**src/rtl/slc_datapath_param.sv**
```systemverilog
// Parametrised SLC-3 datapath: PC/IR/MAR/MDR, 8-entry register file, ALU, CC/BEN,
// one-hot bus mux and a handshaked memory port with timeout.
module slc_datapath_param #(
  parameter int unsigned      WIDTH       = 16,
  parameter logic [WIDTH-1:0] RESET_PC    = '0,
  parameter int unsigned      MEM_TIMEOUT = 15
) (
  input  logic             clk,
  input  logic             reset,
  input  logic             ld_reg,
  input  logic             ld_ben,
  input  logic             ld_cc,
  input  logic             ld_ir,
  input  logic             ld_pc,
  input  logic             ld_mar,
  input  logic             ld_mdr,
  input  logic [3:0]       gate_sel,
  input  logic             drmux,
  input  logic             sr1mux,
  input  logic             addr1mux,
  input  logic [1:0]       addr2mux,
  input  logic [1:0]       pcmux,
  input  logic [1:0]       aluk,
  input  logic             mem_start,
  input  logic             mem_write,
  output logic             mem_req,
  output logic             mem_we,
  output logic [WIDTH-1:0] mem_addr,
  output logic [WIDTH-1:0] mem_wdata,
  input  logic [WIDTH-1:0] mem_rdata,
  input  logic             mem_ack,
  output logic             mem_busy,
  output logic             mem_done,
  output logic             mem_err,
  output logic             bus_err,
  output logic             ben,
  output logic [2:0]       cc,
  output logic [15:0]      ir,
  output logic [WIDTH-1:0] pc,
  output logic [WIDTH-1:0] mar,
  output logic [WIDTH-1:0] mdr
);

  localparam int unsigned NREGS = 8;
  localparam int unsigned CNT_W = (MEM_TIMEOUT < 2) ? 1 : $clog2(MEM_TIMEOUT + 1);

  typedef enum logic [1:0] {
    ST_IDLE = 2'd0,
    ST_REQ  = 2'd1,
    ST_ERR  = 2'd2
  } mem_state_e;

  mem_state_e state, state_nxt;
  logic [CNT_W-1:0] cnt, cnt_nxt;

  logic [WIDTH-1:0] regs [NREGS];
  logic [WIDTH-1:0] bus;
  logic [WIDTH-1:0] alu_out;
  logic [WIDTH-1:0] sr1_val;
  logic [WIDTH-1:0] sr2_val;
  logic [WIDTH-1:0] alu_b;
  logic [WIDTH-1:0] addr1;
  logic [WIDTH-1:0] addr2;
  logic [WIDTH-1:0] addr_sum;
  logic [WIDTH-1:0] pc_nxt;
  logic [2:0]       cc_nxt;
  logic [2:0]       dr_idx;
  logic [2:0]       sr1_idx;
  logic             gate_multi;
  logic             busy_now;
  logic             start_acc;
  logic             ack_read;

  // Register file selects and combinational reads
  always_comb begin
    dr_idx  = drmux ? 3'd7 : ir[11:9];
    sr1_idx = sr1mux ? ir[11:9] : ir[8:6];
    sr1_val = regs[sr1_idx];
    sr2_val = regs[ir[2:0]];
  end

  // ALU; immediate mode substitutes SEXT(ir[4:0]) for SR2
  always_comb begin
    alu_b   = ir[5] ? {{(WIDTH-5){ir[4]}}, ir[4:0]} : sr2_val;
    alu_out = '0;
    case (aluk)
      2'd0:    alu_out = sr1_val + alu_b;
      2'd1:    alu_out = sr1_val & alu_b;
      2'd2:    alu_out = ~sr1_val;
      default: alu_out = sr1_val;
    endcase
  end

  // Address adder feeding both MARMUX and PCMUX
  always_comb begin
    addr1 = addr1mux ? sr1_val : pc;
    addr2 = '0;
    case (addr2mux)
      2'd0:    addr2 = '0;
      2'd1:    addr2 = {{(WIDTH-6){ir[5]}}, ir[5:0]};
      2'd2:    addr2 = {{(WIDTH-9){ir[8]}}, ir[8:0]};
      default: addr2 = {{(WIDTH-11){ir[10]}}, ir[10:0]};
    endcase
    addr_sum = addr1 + addr2;
  end

  always_comb begin
    pc_nxt = pc;
    case (pcmux)
      2'd0:    pc_nxt = pc + WIDTH'(1);
      2'd1:    pc_nxt = bus;
      2'd2:    pc_nxt = addr_sum;
      default: pc_nxt = pc;
    endcase
  end

  // Bus: a multi-hot select drives nothing rather than a wired-OR of drivers
  always_comb begin
    gate_multi = (gate_sel & (gate_sel - 4'd1)) != 4'd0;
    bus        = '0;
    case (gate_sel)
      4'b1000: bus = mdr;
      4'b0100: bus = alu_out;
      4'b0010: bus = pc;
      4'b0001: bus = addr_sum;
      default: bus = '0;
    endcase
  end

  always_comb begin
    if (bus[WIDTH-1])        cc_nxt = 3'b100;
    else if (bus == '0)      cc_nxt = 3'b010;
    else                     cc_nxt = 3'b001;
  end

  // Memory access FSM next-state
  always_comb begin
    state_nxt = state;
    cnt_nxt   = cnt;
    busy_now  = (state == ST_REQ);
    start_acc = 1'b0;
    ack_read  = 1'b0;
    case (state)
      ST_IDLE, ST_ERR: begin
        if (mem_start) begin
          start_acc = 1'b1;
          state_nxt = ST_REQ;
          cnt_nxt   = '0;
        end
      end
      ST_REQ: begin
        if (mem_ack) begin
          ack_read  = ~mem_we;
          state_nxt = ST_IDLE;
        end else if (cnt == CNT_W'(MEM_TIMEOUT - 1)) begin
          state_nxt = ST_ERR;
          cnt_nxt   = CNT_W'(MEM_TIMEOUT);
        end else begin
          cnt_nxt = cnt + CNT_W'(1);
        end
      end
      default: begin
        state_nxt = ST_IDLE;
      end
    endcase
  end

  always_ff @(posedge clk) begin
    if (reset) begin
      state <= ST_IDLE;
      cnt   <= '0;
    end else begin
      state <= state_nxt;
      cnt   <= cnt_nxt;
    end
  end

  // Memory port outputs, all registered off the next state
  always_ff @(posedge clk) begin
    if (reset) begin
      mem_req   <= 1'b0;
      mem_busy  <= 1'b0;
      mem_done  <= 1'b0;
      mem_err   <= 1'b0;
      mem_we    <= 1'b0;
      mem_addr  <= '0;
      mem_wdata <= '0;
    end else begin
      mem_req  <= (state_nxt == ST_REQ);
      mem_busy <= (state_nxt == ST_REQ);
      mem_done <= (state == ST_REQ) && mem_ack;
      if (start_acc) begin
        mem_addr  <= mar;
        mem_wdata <= mdr;
        mem_we    <= mem_write;
        mem_err   <= 1'b0;
      end else if ((state == ST_REQ) && (state_nxt == ST_ERR)) begin
        mem_err <= 1'b1;
      end
    end
  end

  // Architectural registers; read data wins over ld_mdr on the ack edge
  always_ff @(posedge clk) begin
    if (reset) begin
      pc      <= RESET_PC;
      ir      <= '0;
      mar     <= '0;
      mdr     <= '0;
      cc      <= 3'b010;
      ben     <= 1'b0;
      bus_err <= 1'b0;
    end else begin
      if (ld_pc) pc <= pc_nxt;
      if (ld_ir) ir <= bus[15:0];
      if (ld_mar && !busy_now) mar <= bus;
      if (ack_read) mdr <= mem_rdata;
      else if (ld_mdr && !busy_now) mdr <= bus;
      if (ld_cc) cc <= cc_nxt;
      if (ld_ben) ben <= |(ir[11:9] & cc);
      if (gate_multi) bus_err <= 1'b1;
    end
  end

  always_ff @(posedge clk) begin
    if (reset) begin
      for (int unsigned i = 0; i < NREGS; i++) regs[i] <= '0;
    end else if (ld_reg) begin
      regs[dr_idx] <= bus;
    end
  end

endmodule

```
**config.mk**
```make
export PLATFORM = sky130hd
export DESIGN_NAME = slc_datapath_param
export DESIGN_NICKNAME = d
export VERILOG_FILES = /design/src/rtl/slc_datapath_param.sv
export SDC_FILE = /design/constraint.sdc
export NUM_CORES = 1
export LEC_CHECK = 0
export BUFFER_PORTS_ARGS = -buffer_cell sky130_fd_sc_hd__buf_2
export CAP_MARGIN = 10
export CORE_MARGIN = 8
export CORE_UTILIZATION = 48
export CTS_CLUSTER_DIAMETER = 50
export DETAILED_ROUTE_END_ITERATION = 8
export PLACE_DENSITY = 0.69
export SLEW_MARGIN = 0
export SYNTH_ARGS = -nofsm -noshare
export SYNTH_HDL_FRONTEND = slang
export SYNTH_SLANG_ARGS = --single-unit
```
**constraint.sdc**
```tcl
create_clock -name clk -period 6.6 [get_ports clk]
set_input_delay 0.99 -clock clk [delete_from_list [all_inputs] [get_ports clk]]
set_output_delay 0.99 -clock clk [all_outputs]
set_load 0.02 [all_outputs]
```
==> summary.md <==
| Metric | Value |
|---|---|
| Outcome | `finished, violations left` |
| Failing checks | `design-rule violations` |
| R2r setup slk | `~0.85 ns` |
| Post_cts resized | `0` |
| Reg power frac | `38.1%` |
| WL final | `approximately 54 mm` |
| Gate Count Post-Synth | `between 1500 and 2000` |
| Placed Cells | `between 2000 and 2500` |
| Die width | `192.4 um` |
| Top post-synthesis cells by count | `284 x nor2_1, 166 x nand2_1, 128 x edfxtp_1` |
| Cell taking the most area after synthesis | `edfxtp_1` |
| CTS clk-pin slew, worst paths | `0.06 ns` |
| Initial antenna violation count | `0` |
| Final ANT Viol Nets | `0` |
| Setup Skew | `0.01862 ns` |
| Part of the cycle the worst path needs | `roughly 87%` |
| Synth Warn # | `0` |
| Total clock sinks | `242` |
| Yosys top cell area share | `about 26%` |
| Unique masters post-synth | `between 80 and 90` |
| Fin. max-slew vios | `0` |
| Global route overflow | `0` |
| Avg Vias per Cell | `6.381` |
| Worst-path fanout max | `31` |
| Setup Viol. Count Final | `0` |
| Largest net degree at the start of global routing | `69` |
| Minimum clock period | `5.749 ns` |
| Initial core utilization | `48.82%` |
| CTS Buf Count | `31` |
| Core ar. | `0.03059 mm^2` |
| Internal power | `3.132 mW` |
| Post-synthesis async set-or-reset flop share | `0%` |
| Layout Nets | `1849` |
| Finished Layout Cells | `2192` |
| Num ports | `about 150` |
| Number of max-cap violations | `0` |
| Post-Route Setup TNS | `0 ns` |
| DR iter-0 viols | `1486` |
| Cell area after layout | `0.01723 mm^2` |
| Worst EP required | `7.03 ns` |
| Arrival time at the worst endpoint | `a little over 6 ns` |
| Sw Pwr | `approximately 1.4 mW` |
| Die area | `0.03701 mm^2` |
| All-Layer GR Usage | `28.38%` |
| First-pass GRT wire length | `80.61 mm` |
| Crit path kind | `flop to flop` |
| Mapped cell area | `0.01493 mm^2` |
| Sequential area share after synthesis | `41.02%` |
| CTS tree | `done` |
| Total power draw | `about 4.5 mW` |
| Hold Path Class | `flop to flop` |
| Site row count | `64` |
| Vias in the first global route | `13380` |
| EDFF count, synth | `128` |
| Drc violations | `1` |
| Synthesis-stage register bit count | `242` |
| Clock Power Share | `39.8%` |
| Count leader, synth | `nor2_1` |
| Mapped Nets | `between 1500 and 2000` |
| Combinational Power Share | `22.1%` |
| Worst vdd ir | `around 0.20 mV` |
| Worst rel slew slack | `20.75%` |
| Htree depth | `1` |
| Top FF cell, synth | `edfxtp_1` |
| Hpwl dp | `between 30 and 40 mm` |
| Pwr Density | `263.9 mW/mm^2` |
| N_diodes | `0` |
| IO buf count | `146` |
| Later-pin clock latency in the skew report | `0.58 ns` |
| RD Place Congestion | `around 0.96` |
| Util after Layout | `56.33%` |
| P&R area growth vs syn | `15.37%` |
| P_leak | `6.762 nW` |
| Final hold viol count | `0` |
| Slew @ Worst Pin | `about 1.2 ns` |
| Mean Syn Cell Area | `8.948 um^2` |
| TritonRoute pass-1 iters | `9` |
| Main area contributors after synthesis | `edfxtp_1 26%, dfxtp_1 15%, nor2_1 7.1%` |
| Post-CTS Setup Inserts | `0` |
| Worst setup EP type | `flop` |
| Startpoint types | `flop` |
| DR vias | `13990` |
| # hold bufs at CTS | `0` |
| RSZ-0062 raised after global routing | `false` |
| Root buf cell | `clkbuf_16` |
| Max Fclk | `173.9 MHz` |
| CTS Buffer Depth | `3` |
| Wire per inst | `between 20 and 25 um` |
| Placed Area | `around 0.016 mm^2` |
| Sw Ratio | `between 30% and 40%` |
| Ratio of cells with drive above 1 in the final layout | `18.49%` |
| Die Ht | `around 190 um` |
## metrics by stage
stage | hold slack, ns | setup slack, ns
after detailed placement | 0.4463 | 0.5004
after global routing | 0.4705 | 0.4685
final | 0.4513 | 0.8508
after floorplan | 0.4610 | 1.434
after CTS | 0.4546 | 1.017
after global placement | 0.4389 | 0.6904
## worst paths after layout
| kind | startpoint | end | depth (start not counted) |
|---|---|---|---|
| worst max-delay path | ir[9] | pc[14] | 20 |
| worst min-delay path | mem_wdata[6] | mem_wdata[6] | 2 |
| worst max register to register | ir[9] | pc[14] | 20 |
| worst min register to register | mem_wdata[6] | mem_wdata[6] | 2 |
## sequential cells by signal, indices dropped and copies added (netlist names), 3 cells and up, named ones only
| register | count |
|---|---|
| cc | 3 |
| cnt | 4 |
| ir | 16 |
| mar | 16 |
| mdr | 16 |
| mem_addr | 16 |
| mem_wdata | 16 |
| pc | 16 |
| regs | 128 |
## power by group through the flow
stage | clock, mW | combinational (mW) | sequential (mW)
finish | 1.81 | 1.01 | 1.73
global route | 1.88 | 1.09 | 1.74
CTS | 1.83 | 0.990 | 1.73
detailed placement | 0 | 0.984 | 1.76
global placement | 0 | 0.974 | 1.76
floorplan | 0 | 0.650 | 1.76
## cells by family (layout without fill, tap and decap cells)
kind of cell / after synthesis / after routing / synth area share [%]
xor+xnor: 24 / 24 / 1.500
compound gates: 442 / 442 / 20.04
buf+inv: 183 / 310 / 5.002
fa+ha+maj: 38 / 38 / 3.217
flops: 242 / 242 / 41.02
simple gates: 633 / 633 / 18.98
mux: 107 / 107 / 10.25
## cell usage in the layout, fill, tap and decap left out, types with 13 or more instances in the layout
| cell type | n |
|---|---|
| a211oi_1 | 74 |
| ha_1 | 36 |
| o21ai_0 | 67 |
| inv_1 | 49 |
| o21a_1 | 13 |
| nor3_1 | 24 |
| clkbuf_16 | 33 |
| nand3_1 | 41 |
| o211ai_1 | 14 |
| nor2b_1 | 37 |
| xnor2_1 | 20 |
| buf_2 | 145 |
| mux2i_1 | 62 |
| mux4_2 | 34 |
| nand2_1 | 166 |
| a222oi_1 | 14 |
| edfxtp_1 | 128 |
| nor2_1 | 284 |
| a221oi_1 | 18 |
| nand2b_1 | 14 |
| buf_4 | 58 |
| a21oi_1 | 122 |
| dfxtp_1 | 113 |
## metal layers
metal / global-route usage, % / part of all wire [%] / up-vias
met5: 0 / 0 / -
met4: 12.10 / 4.4 / 0
met3: 7.535 / 12 / 136
met2: 43.03 / 44 / 811
met1: 37.82 / 40 / 6705
li1: - / - / 6336
## worst max-delay path, cell delays in order, from the launching register on
cell	delay, ns
dfxtp_1	0.54
buf_4	0.45
nor2_1	0.10
o22ai_1	0.32
o32ai_1	0.19
buf_4	0.20
nor3_1	0.55
mux2_2	0.29
inv_1	0.06
fa_1	0.40
nor2b_1	0.14
o21a_1	0.17
o21ai_0	0.21
a211oi_1	0.49
or3_1	0.19
nand3_1	0.10
a221oi_1	0.34
and3b_1	0.32
o21ai_0	0.18
a211oi_1	0.27
nor3_1	0.07
## final cells by class
cell class	count	area [um^2]
fill	2719	13360
multi-input combinational	1244	8152
sequential	242	6127
timing repair buffer	203	1161
clock buffer	40	852.1
tap	396	495.5
clock inverter	18	259.0
inverter	49	183.9
No activity file was read; power rests on OpenSTA's default activity.
